[config.mk]
export PLATFORM = sky130hd
export DESIGN_NAME = m_bitmap_header_gen_flat
export DESIGN_NICKNAME = d
export VERILOG_FILES = /design/src/rtl/m_bitmap_header_gen_if.sv /design/src/rtl/m_bitmap_header_gen.sv /design/src/flat_wrapper.sv
export SDC_FILE = /design/constraint.sdc
export NUM_CORES = 1
export LEC_CHECK = 0
export ABC_AREA = 1
export BUFFER_PORTS_ARGS = -buffer_cell sky130_fd_sc_hd__buf_4
export CORE_ASPECT_RATIO = 1.75
export CORE_MARGIN = 3
export CORE_UTILIZATION = 65
export CTS_BUF_LIST = sky130_fd_sc_hd__clkbuf_4 sky130_fd_sc_hd__clkbuf_8
export CTS_CLUSTER_SIZE = 10
export DETAILED_ROUTE_END_ITERATION = 8
export GPL_TIMING_DRIVEN = 0
export PLACE_DENSITY = 0.87
export SYNTH_ARGS = -nofsm -noshare
export SYNTH_HDL_FRONTEND = slang
export SYNTH_SLANG_ARGS = --single-unit
[constraint.sdc]
create_clock -name clk -period 11.8 [get_ports clk]
set_clock_uncertainty 0.2 [all_clocks]
set_input_delay 2.36 -clock clk [delete_from_list [all_inputs] [get_ports clk]]
set_output_delay 2.36 -clock clk [all_outputs]
set_load 0.01 [all_outputs]
[src/rtl/m_bitmap_header_gen_if.sv]
// Bus between the SD controller and the BMP header generator, including the
// sector-buffer write port the generator drives.
interface m_bitmap_header_gen_if #(
  parameter int ADDR_LEN = 9
);
  logic                GenBMPEn;
  logic [15:0]         PixWidth;
  logic [15:0]         PixHeight;
  logic                GenBMPComplite;
  logic                GenBMPFail;
  logic [31:0]         FileSize;
  logic [31:0]         ImageSize;
  logic                DB_WE;
  logic [ADDR_LEN:0]   DB_write_addr;
  logic [31:0]         DB_write_data;

  modport master (
    output GenBMPEn, PixWidth, PixHeight,
    input  GenBMPComplite, GenBMPFail, FileSize, ImageSize,
    input  DB_WE, DB_write_addr, DB_write_data
  );

  modport slave (
    input  GenBMPEn, PixWidth, PixHeight,
    output GenBMPComplite, GenBMPFail, FileSize, ImageSize,
    output DB_WE, DB_write_addr, DB_write_data
  );
endinterface

[src/rtl/m_bitmap_header_gen.sv]
// Builds a 54-byte 24 bpp BMP header and writes it as 14 little-endian words.
// Define BMP_SIZE_CHECK_EN to also reject files of 0xFFFFFF bytes or more.
module m_bitmap_header_gen #(
  parameter int ADDR_LEN = 9
) (
  input  logic                 clk,
  input  logic                 rst,
  m_bitmap_header_gen_if.slave bus
);

  typedef enum logic [2:0] {
    S_IDLE     = 3'd0,
    S_STRIDE   = 3'd1,
    S_MUL      = 3'd2,
    S_CHECK    = 3'd3,
    S_WRITE    = 3'd4,
    S_COMPLITE = 3'd5,
    S_FAIL     = 3'd6
  } state_t;

  // Word k of the header; byte n of the file sits at bits [8(n%4)+7 : 8(n%4)].
  function automatic logic [31:0] header_word(input logic [3:0]  k,
                                              input logic [31:0] fs,
                                              input logic [31:0] is,
                                              input logic [15:0] w,
                                              input logic [15:0] h);
    logic [31:0] word;
    case (k)
      4'd0:    word = {fs[15:0], 8'h4D, 8'h42};
      4'd1:    word = {16'h0000, fs[31:16]};
      4'd2:    word = 32'h0036_0000;
      4'd3:    word = 32'h0028_0000;
      4'd4:    word = {w, 16'h0000};
      4'd5:    word = {h, 16'h0000};
      4'd6:    word = 32'h0001_0000;
      4'd7:    word = 32'h0000_0018;
      4'd8:    word = {is[15:0], 16'h0000};
      4'd9:    word = {16'h0B13, is[31:16]};
      4'd10:   word = 32'h0B13_0000;
      default: word = 32'h0000_0000;
    endcase
    return word;
  endfunction

  state_t            state_q, state_d;
  logic [15:0]       w_q, w_d, h_q, h_d;
  logic [33:0]       mcand_q, mcand_d, acc_q, acc_d;
  logic [15:0]       mplier_q, mplier_d;
  logic [3:0]        cnt_q, cnt_d, word_q, word_d;
  logic              complite_q, complite_d, fail_q, fail_d, we_q, we_d;
  logic [31:0]       fs_q, fs_d, is_q, is_d, data_q, data_d;
  logic [ADDR_LEN:0] addr_q, addr_d;

  logic [17:0]       stride_s;
  logic [31:0]       fs_s;
  logic              size_bad_s;

  assign stride_s = (({2'b00, w_q} << 1) + {2'b00, w_q} + 18'd3) & 18'h3FFFC;
  assign fs_s     = acc_q[31:0] + 32'd54;

`ifdef BMP_SIZE_CHECK_EN
  logic [34:0] full_size_s;
  assign full_size_s = {1'b0, acc_q} + 35'd54;
  assign size_bad_s  = (full_size_s >= 35'h0_00FF_FFFF);
`else
  logic [1:0] acc_hi_unused_s;
  assign acc_hi_unused_s = acc_q[33:32];
  assign size_bad_s      = 1'b0;
`endif

  // Next-state and next-output computation for the whole sequencer.
  always_comb begin
    state_d    = state_q;
    w_d        = w_q;
    h_d        = h_q;
    mcand_d    = mcand_q;
    acc_d      = acc_q;
    mplier_d   = mplier_q;
    cnt_d      = cnt_q;
    word_d     = word_q;
    complite_d = complite_q;
    fail_d     = fail_q;
    we_d       = 1'b0;
    fs_d       = fs_q;
    is_d       = is_q;
    data_d     = data_q;
    addr_d     = addr_q;

    case (state_q)
      S_IDLE: begin
        if (bus.GenBMPEn) begin
          w_d     = bus.PixWidth;
          h_d     = bus.PixHeight;
          state_d = S_STRIDE;
        end else begin
          state_d = S_IDLE;
        end
      end
      S_STRIDE: begin
        mcand_d  = {16'h0000, stride_s};
        mplier_d = h_q;
        acc_d    = 34'd0;
        cnt_d    = 4'd0;
        state_d  = S_MUL;
      end
      S_MUL: begin
        if (mplier_q[0]) begin
          acc_d = acc_q + mcand_q;
        end else begin
          acc_d = acc_q;
        end
        mcand_d  = mcand_q << 1;
        mplier_d = mplier_q >> 1;
        cnt_d    = cnt_q + 4'd1;
        if (cnt_q == 4'd15) begin
          state_d = S_CHECK;
        end else begin
          state_d = S_MUL;
        end
      end
      S_CHECK: begin
        fs_d = fs_s;
        is_d = acc_q[31:0];
        if ((w_q == 16'd0) || (h_q == 16'd0) || size_bad_s) begin
          fail_d  = 1'b1;
          state_d = S_FAIL;
        end else begin
          // Word 0 goes out on the same edge that leaves CHECK.
          we_d    = 1'b1;
          addr_d  = '0;
          data_d  = header_word(4'd0, fs_s, acc_q[31:0], w_q, h_q);
          word_d  = 4'd1;
          state_d = S_WRITE;
        end
      end
      S_WRITE: begin
        if (word_q <= 4'd13) begin
          we_d   = 1'b1;
          addr_d = (ADDR_LEN + 1)'({word_q, 2'b00});
          data_d = header_word(word_q, fs_q, is_q, w_q, h_q);
          word_d = word_q + 4'd1;
        end else begin
          complite_d = 1'b1;
          state_d    = S_COMPLITE;
        end
      end
      S_COMPLITE: begin
        if (!bus.GenBMPEn) begin
          complite_d = 1'b0;
          state_d    = S_IDLE;
        end else begin
          state_d    = S_COMPLITE;
        end
      end
      S_FAIL: begin
        if (!bus.GenBMPEn) begin
          fail_d  = 1'b0;
          state_d = S_IDLE;
        end else begin
          state_d = S_FAIL;
        end
      end
      default: begin
        state_d = S_IDLE;
      end
    endcase
  end

  // State and registered-output flops.
  always_ff @(posedge clk or posedge rst) begin
    if (rst) begin
      state_q    <= S_IDLE;
      w_q        <= 16'd0;
      h_q        <= 16'd0;
      mcand_q    <= 34'd0;
      acc_q      <= 34'd0;
      mplier_q   <= 16'd0;
      cnt_q      <= 4'd0;
      word_q     <= 4'd0;
      complite_q <= 1'b0;
      fail_q     <= 1'b0;
      we_q       <= 1'b0;
      fs_q       <= 32'd0;
      is_q       <= 32'd0;
      data_q     <= 32'd0;
      addr_q     <= '0;
    end else begin
      state_q    <= state_d;
      w_q        <= w_d;
      h_q        <= h_d;
      mcand_q    <= mcand_d;
      acc_q      <= acc_d;
      mplier_q   <= mplier_d;
      cnt_q      <= cnt_d;
      word_q     <= word_d;
      complite_q <= complite_d;
      fail_q     <= fail_d;
      we_q       <= we_d;
      fs_q       <= fs_d;
      is_q       <= is_d;
      data_q     <= data_d;
      addr_q     <= addr_d;
    end
  end

  assign bus.GenBMPComplite = complite_q;
  assign bus.GenBMPFail     = fail_q;
  assign bus.FileSize       = fs_q;
  assign bus.ImageSize      = is_q;
  assign bus.DB_WE          = we_q;
  assign bus.DB_write_addr  = addr_q;
  assign bus.DB_write_data  = data_q;

endmodule
[src/flat_wrapper.sv]
// flat-port wrapper written by rule: the top's interface ports become plain ports
module m_bitmap_header_gen_flat 
#(
  parameter int ADDR_LEN = 9
)
  (clk, rst, bus_GenBMPEn, bus_PixWidth, bus_PixHeight, bus_GenBMPComplite, bus_GenBMPFail, bus_FileSize, bus_ImageSize, bus_DB_WE, bus_DB_write_addr, bus_DB_write_data);
  m_bitmap_header_gen_if #(.ADDR_LEN(ADDR_LEN)) bus_i ();
  input  logic clk;
  input  logic rst;
  input wire logic [$bits(bus_i.GenBMPEn)-1:0] bus_GenBMPEn;
  input wire logic [$bits(bus_i.PixWidth)-1:0] bus_PixWidth;
  input wire logic [$bits(bus_i.PixHeight)-1:0] bus_PixHeight;
  output wire logic [$bits(bus_i.GenBMPComplite)-1:0] bus_GenBMPComplite;
  output wire logic [$bits(bus_i.GenBMPFail)-1:0] bus_GenBMPFail;
  output wire logic [$bits(bus_i.FileSize)-1:0] bus_FileSize;
  output wire logic [$bits(bus_i.ImageSize)-1:0] bus_ImageSize;
  output wire logic [$bits(bus_i.DB_WE)-1:0] bus_DB_WE;
  output wire logic [$bits(bus_i.DB_write_addr)-1:0] bus_DB_write_addr;
  output wire logic [$bits(bus_i.DB_write_data)-1:0] bus_DB_write_data;
  assign bus_i.GenBMPEn = bus_GenBMPEn;
  assign bus_i.PixWidth = bus_PixWidth;
  assign bus_i.PixHeight = bus_PixHeight;
  assign bus_GenBMPComplite = bus_i.GenBMPComplite;
  assign bus_GenBMPFail = bus_i.GenBMPFail;
  assign bus_FileSize = bus_i.FileSize;
  assign bus_ImageSize = bus_i.ImageSize;
  assign bus_DB_WE = bus_i.DB_WE;
  assign bus_DB_write_addr = bus_i.DB_write_addr;
  assign bus_DB_write_data = bus_i.DB_write_data;
  m_bitmap_header_gen #(.ADDR_LEN(ADDR_LEN)) u_core (.clk(clk), .rst(rst), .bus(bus_i));
endmodule
==> impl_metrics.toml, run 1 <==
[global_route]
grt_max_degree = 115
antenna_found_initial = 0
grt_pass1_vias = 13500
gr-usage-all-layers = 0.410
gr-total-overflow = 0
grt_pass1_wl_um = 70800

[route]
via_count = 13700
drt_first_pass_iters = 6
via_per_inst = 5.97
antenna_left = 0
drc = 0
routed_wl_um = 45900
drt_iter0_drc = 1206
routedWlPerCell_um = 20.0

[critical_path]
path_class = "flop to output pin"
cp_cell_sequence = "buf_4"
required_ps = 9240
cp_max_fo = 3
cp_slowest_cell = "dfrtp_1"
worst_ep_arrival_time_ps = 1210
r2r_start = "u_core.acc_q[2]$_DFFE_PP0P_"
worstSetupEndpointType = "output pin"
start_kind = "flop"
max_stage_delay_ps = 460
cp_top_family = "flip-flops"
path_buf_inv = 1
startpoint = "u_core.bus.ImageSize[15]$_DFFE_PP0N_"
rrSetupSlack_ps = 8990

[yosys]
synth_edf_count = 0
yosys.area.top_type = "dfrtp_1"
avgSynthCellArea_sq_um = 7.21
synth_ff_type = "dfrtp_1"
netlist_area_sq_mm = 0.0133
synth_cells = 1844
synth-seq-cells = 219
synth.yosys.seq_area_share = 0.412
synth_cell_types = 48
synth_top_area_frac = 0.412
ys_top_cells_by_area = "dfrtp_1 41%, nand2_1 16%, inv_1 7.0%"
synth_async_sr_flop_share = 1.00
post-synth-top-count-cell = "nand2_1"
ys_warn_count = 0
synthTopCellsByCount = "578 x nand2_1, 248 x inv_1, 219 x dfrtp_1, 144 x nor2_1, 130 x nand3_1"

[floorplan]
ioPinCount = 144
dieArea_sq_mm = 0.0223
start_util = 0.668
core_sq_mm = 0.0199
die_h_um = 195
num_rows = 68
die-width_um = 114

[timing]
period_minus_slack_ps = 3770
holdWs_ps = 289
relSlewSlack = 0.391
tns_ps = 0
period_share = 0.319
hold_viol = 0
setup_viol = 0
rsz0062_at_grt = "false"
worstMarginPinSlew_ps = 913
fmax_mhz = 265
slew_violations = 0

[power]
p_int_mw = 2.09
p_sw_frac = 0.486
p_seq_frac = 0.315
worst_ir_drop_vdd_mv = 0.234
leakagePower_nw = 8.17
power_frac_comb = 0.520
p_per_area_mw_per_mm2 = 265
clkPwrFrac = 0.166
p_sw_mw = 1.98
p_total_mw = 4.08

[place]
dpl.hpwl_um = 35700
io_buffers = 134
gp_congestion = 1.06

[finish]
utilization = 0.772
syn2layout_area_growth_pct = 15.7
ff_latch_area_sq_mm = 0.00548
fillCellCount = 1512
drive_gt1_frac = 0.120
final_nets = 2132
multi_input_area_sq_mm = 0.00658

[clocking]
ctsLongestPathBuffers = 3
worstSkewPairLatency_ps = 570
postCtsResizedCells = 0
postCtsSetupBuffers = 0
cts_buffers = 34
cts_root_buf = "clkbuf_8"
clock_sinks = 219
path_clk_slew_ps = 80
htree_levels = 2
cts_hold_buf = 0
tritoncts = "yes"

[min_path]
hold_class = "flop to flop"
worstHoldStart = "u_core.cnt_q[3]$_DFFE_PP0P_"

[flow_run]
maxCapViolations = 0

[outcome]
status = "completed"
cell usage in the layout, fill, tap and decap left out, types with 7 or more instances in the layout:
cell type and n:
dfrtp_1 219, a21oi_1 87, buf_2 20, o21bai_1 10
ha_1 73, o21ai_1 13, clkbuf_1 33, clkbuf_4 9
buf_4 143, xor2_1 12, o22ai_1 25, inv_1 247
nand4_1 20, o211ai_1 20, clkbuf_8 42, inv_2 8
xnor2_1 8, nand2_1 578, nor2_1 144, o21ai_0 113
conb_1 9, nor3_1 18, nand3_1 130, a221oi_1 7
registers in the layout, summed over array words and instances (netlist names), 3 cells and up:
name and count:
u_core.mcand_q 30, u_core.bus.ImageSize 30, u_core.cnt_q 4, u_core.bus.FileSize 31, u_core.h_q 16, u_core.state_q 3, u_core.w_q 16, u_core.bus.DB_write_data 32
u_core.acc_q 30, u_core.bus.DB_write_addr 4, u_core.word_q 4, u_core.mplier_q 16
layout make-up:
type	count	area share
Multi-Input combinational cell	1313	0.428
Sequential cell	219	0.356
Timing Repair Buffer	135	0.0672
Inverter	257	0.0632
Clock buffer	51	0.0420
Tap cell	245	0.0199
Buffer	63	0.0192
Clock inverter	9	0.00366
Antenna cell	1	0.000163
worst paths after layout:
check                                          endpoint  cells past startpoint
setup / recovery                      bus_ImageSize[15]                      1
hold / removal              u_core.cnt_q[3]$_DFFE_PP0P_                      1
setup reg to reg           u_core.acc_q[18]$_DFFE_PP0P_                     10
hold reg to reg             u_core.cnt_q[3]$_DFFE_PP0P_                      1
max in group asynchronous  u_core.acc_q[28]$_DFFE_PP0P_                      3
min in group asynchronous    u_core.bus.DB_WE$_DFF_PP0_                      2
kinds of logic (layout without fill, tap and decap cells):
kind of cell / Yosys count / after routing / share of synthesized area
other: 1 / 10 / 0.000282
muxes: 1 / 1 / 0.000847
DFF: 219 / 219 / 0.412
xor gates and xnor gates: 20 / 20 / 0.0132
adders and majority gates: 74 / 74 / 0.0702
buffers and inverters: 320 / 515 / 0.0948
AOI/OAI and AO/OA: 296 / 296 / 0.126
and+or+nand+nor: 913 / 913 / 0.282
power groups by stage:
stage / clock network [mW] / registers (mW) / logic [mW]
3_3_place_gp: 0 / 1.27 / 1.97
4_1_cts: 0.676 / 1.27 / 2.07
5_1_grt: 0.703 / 1.29 / 2.32
6_report: 0.675 / 1.28 / 2.12
2_1_floorplan: 0 / 1.22 / 1.34
3_5_place_dp: 0 / 1.28 / 2.05
per-stage QoR:
stage	worst slack [ps]	cell area, sq um	std cells
6_report	8030	15400	2293
3_3_place_gp	1160	14600	2231
4_1_cts	8040	15400	2292
5_1_grt	8010	15400	2292
3_5_place_dp	7850	14700	2232
2_1_floorplan	3250	13300	1852
per-layer routing:
| metal | vias up | wire (um) | GRT usage | share of wire |
|---|---|---|---|---|
| li1 | 6288 | - | - | - |
| met1 | 6303 | 15100 | 0.421 | 0.33 |
| met2 | 812 | 22500 | 0.703 | 0.49 |
| met3 | 294 | 2930 | 0.0592 | 0.064 |
| met4 | 0 | 5350 | 0.373 | 0.12 |
| met5 | - | 0 | 0 | 0 |
Power figures use the tool's default switching activity.
==> run 2: changes to the inputs <==
Settings changed: CORE_UTILIZATION 65 to 62, PLACE_DENSITY 0.87 to 0.84.
Clock period 11.8 ns to 3.7 ns, I/O delays scaled along.
==> run 2 against run 1 <==
Net effect:
- hold slack got worse by 210 ps
- setup slack worse by 7100 ps
- register-to-register slack worse by 8100 ps
- first-iteration DRC count shrank 7.5%
- core utilization down 3.6 points
- critical path type is now flop to flop
- critical endpoint is now u_core.mcand_q[14]$_DFFE_PP0P_
==> impl_metrics.toml, run 2 (synthesis results as in run 1) <==
[outcome]
status = "completed"

[power]
p_per_area_mw_per_mm2 = 834
p_sw_mw = 6.15
p_seq_frac = 0.315
worst_ir_drop_vdd_mv = 0.478
p_sw_frac = 0.476
clkPwrFrac = 0.170
p_int_mw = 6.76
power_frac_comb = 0.515
p_total_mw = 12.9
leakagePower_nw = 8.21

[clocking]
cts_root_buf = "clkbuf_8"
clock_sinks = 219
tritoncts = "yes"
ctsLongestPathBuffers = 3
cts_buffers = 34
cts_hold_buf = 0
worstSkewPairLatency_ps = 560
htree_levels = 2
postCtsSetupBuffers = 0
postCtsResizedCells = 0
path_clk_slew_ps = 70

[timing]
period_minus_slack_ps = 2770
fmax_mhz = 362
hold_viol = 0
worstMarginPinSlew_ps = 824
holdWs_ps = 75.9
slew_violations = 0
rsz0062_at_grt = "false"
setup_viol = 0
period_share = 0.747
tns_ps = 0
setup_ws_ps = 935
relSlewSlack = 0.451

[critical_path]
cp_max_fo = 6
start_kind = "flop"
cp_slowest_cell = "dfrtp_1"
r2r_start = "u_core.w_q[2]$_DFFE_PP0P_"
worstSetupEndpointType = "flop"
rrSetupSlack_ps = 930
cp_cell_sequence = "inv_1 -> ha_1 -> ha_1 -> nand2_1 -> o21ai_0 -> nand2_1 -> nand2_1 -> nand3_1 -> nand2_1 -> nand2_1 -> nand3_1 -> nand2_1"
required_ps = 3930
path_class = "flop to flop"
max_stage_delay_ps = 490
startpoint = "u_core.w_q[2]$_DFFE_PP0P_"
worst_ep_arrival_time_ps = 2990
path_common_cell = "nand2_1"

[route]
drc = 0
via_per_inst = 5.82
drt_first_pass_iters = 5
routedWlPerCell_um = 19.7
via_count = 13400
routed_wl_um = 45300
antenna_left = 0
drt_iter0_drc = 1116

[finish]
final_common_cell = "nand2_1"
utilization = 0.736
syn2layout_area_growth_pct = 16.4
antenna_cells = 0
drive_gt1_frac = 0.121
fillCellCount = 1753
final_nets = 2136
stdcell_count = 2301
final_cell_mix = "578 x nand2_1, 247 x inv_1, 219 x dfrtp_1"
design_area_sq_mm = 0.0155
largest_reg_flops = 32

[place]
dp_slack_ps = 1040
dp.cells = 2243
gp_congestion = 1.05
placedInstanceArea_sq_mm = 0.0147
dpl.hpwl_um = 35700
io_buffers = 134

[global_route]
grt_max_degree = 44
antenna_found_initial = 0
grt_pass1_wl_um = 68900
gr-total-overflow = 0
grt_pass1_vias = 13400
gr-usage-all-layers = 0.389

[floorplan]
die_h_um = 200
die-width_um = 117
dieArea_sq_mm = 0.0233
start_util = 0.632
num_rows = 70
core_sq_mm = 0.0210
ioPinCount = 144

[min_path]
hold_class = "primary input to async pin"

[flow_run]
maxCapViolations = 0
-- run 2: cell types whose count changed in the layout (fill, tap and decap cells not counted) --
cell,before,now
buf_12,0,5
buf_16,1,0
bufinv_16,0,1
clkbuf_4,9,7
clkbuf_8,42,44
clkinv_2,6,5
diode_2,1,0
inv_8,2,0
-- run 2: path summary, 6_finish.rpt --
kind,end,cells past startpoint
worst max-delay path,u_core.mcand_q[14]$_DFFE_PP0P_,12
worst min-delay path,u_core.bus.DB_write_data[18]$_DFFE_PP0P_,2
worst max register to register,u_core.mcand_q[14]$_DFFE_PP0P_,12
worst min register to register,u_core.cnt_q[3]$_DFFE_PP0P_,1
max in group asynchronous,u_core.mcand_q[24]$_DFFE_PP0P_,4
min in group clk,u_core.h_q[9]$_DFFE_PP0P_,3
-- run 2: layer usage --
layer | GRT usage | vias up | share of wire | wire length [um]
met3 | 0.0515 | 221 | 0.055 | 2470
met1 | 0.400 | 6290 | 0.34 | 15400
met4 | 0.312 | 0 | 0.095 | 4320
li1 | - | 6291 | - | -
met5 | 0 | - | 0 | 0
met2 | 0.688 | 592 | 0.51 | 23100
-- run 2: power by group through the flow --
stage          logic, mW  registers [mW]  clock network, mW
2_1_floorplan       4.27            3.90                  0
3_3_place_gp        6.32            4.05                  0
3_5_place_dp        6.53            4.06                  0
4_1_cts             6.58            4.03               2.20
5_1_grt             7.37            4.13               2.31
6_report            6.65            4.07               2.19
-- run 2: final cells by class --
class	instances	area [sq um]	area share
clock buffers	51	658	0.0425
clock inverters	7	62.6	0.00404
flip-flops and latches	219	5480	0.354
plain buffers	63	295	0.0191
multi-input cells	1313	6580	0.426
well taps	252	315	0.0204
inverters	257	968	0.0626
repair buffers	139	1110	0.0715
-- run 2: critical path: cells and delay by family (launching register included) --
| kind | cells | cell delay [ps] |
|---|---|---|
| adder cells (fa/ha/maj) | 2 | 730 |
| AO/OA/AOI/OAI | 1 | 370 |
| AND/OR/NAND/NOR | 8 | 730 |
| flip-flops | 1 | 490 |
| buffers and inverters | 1 | 110 |
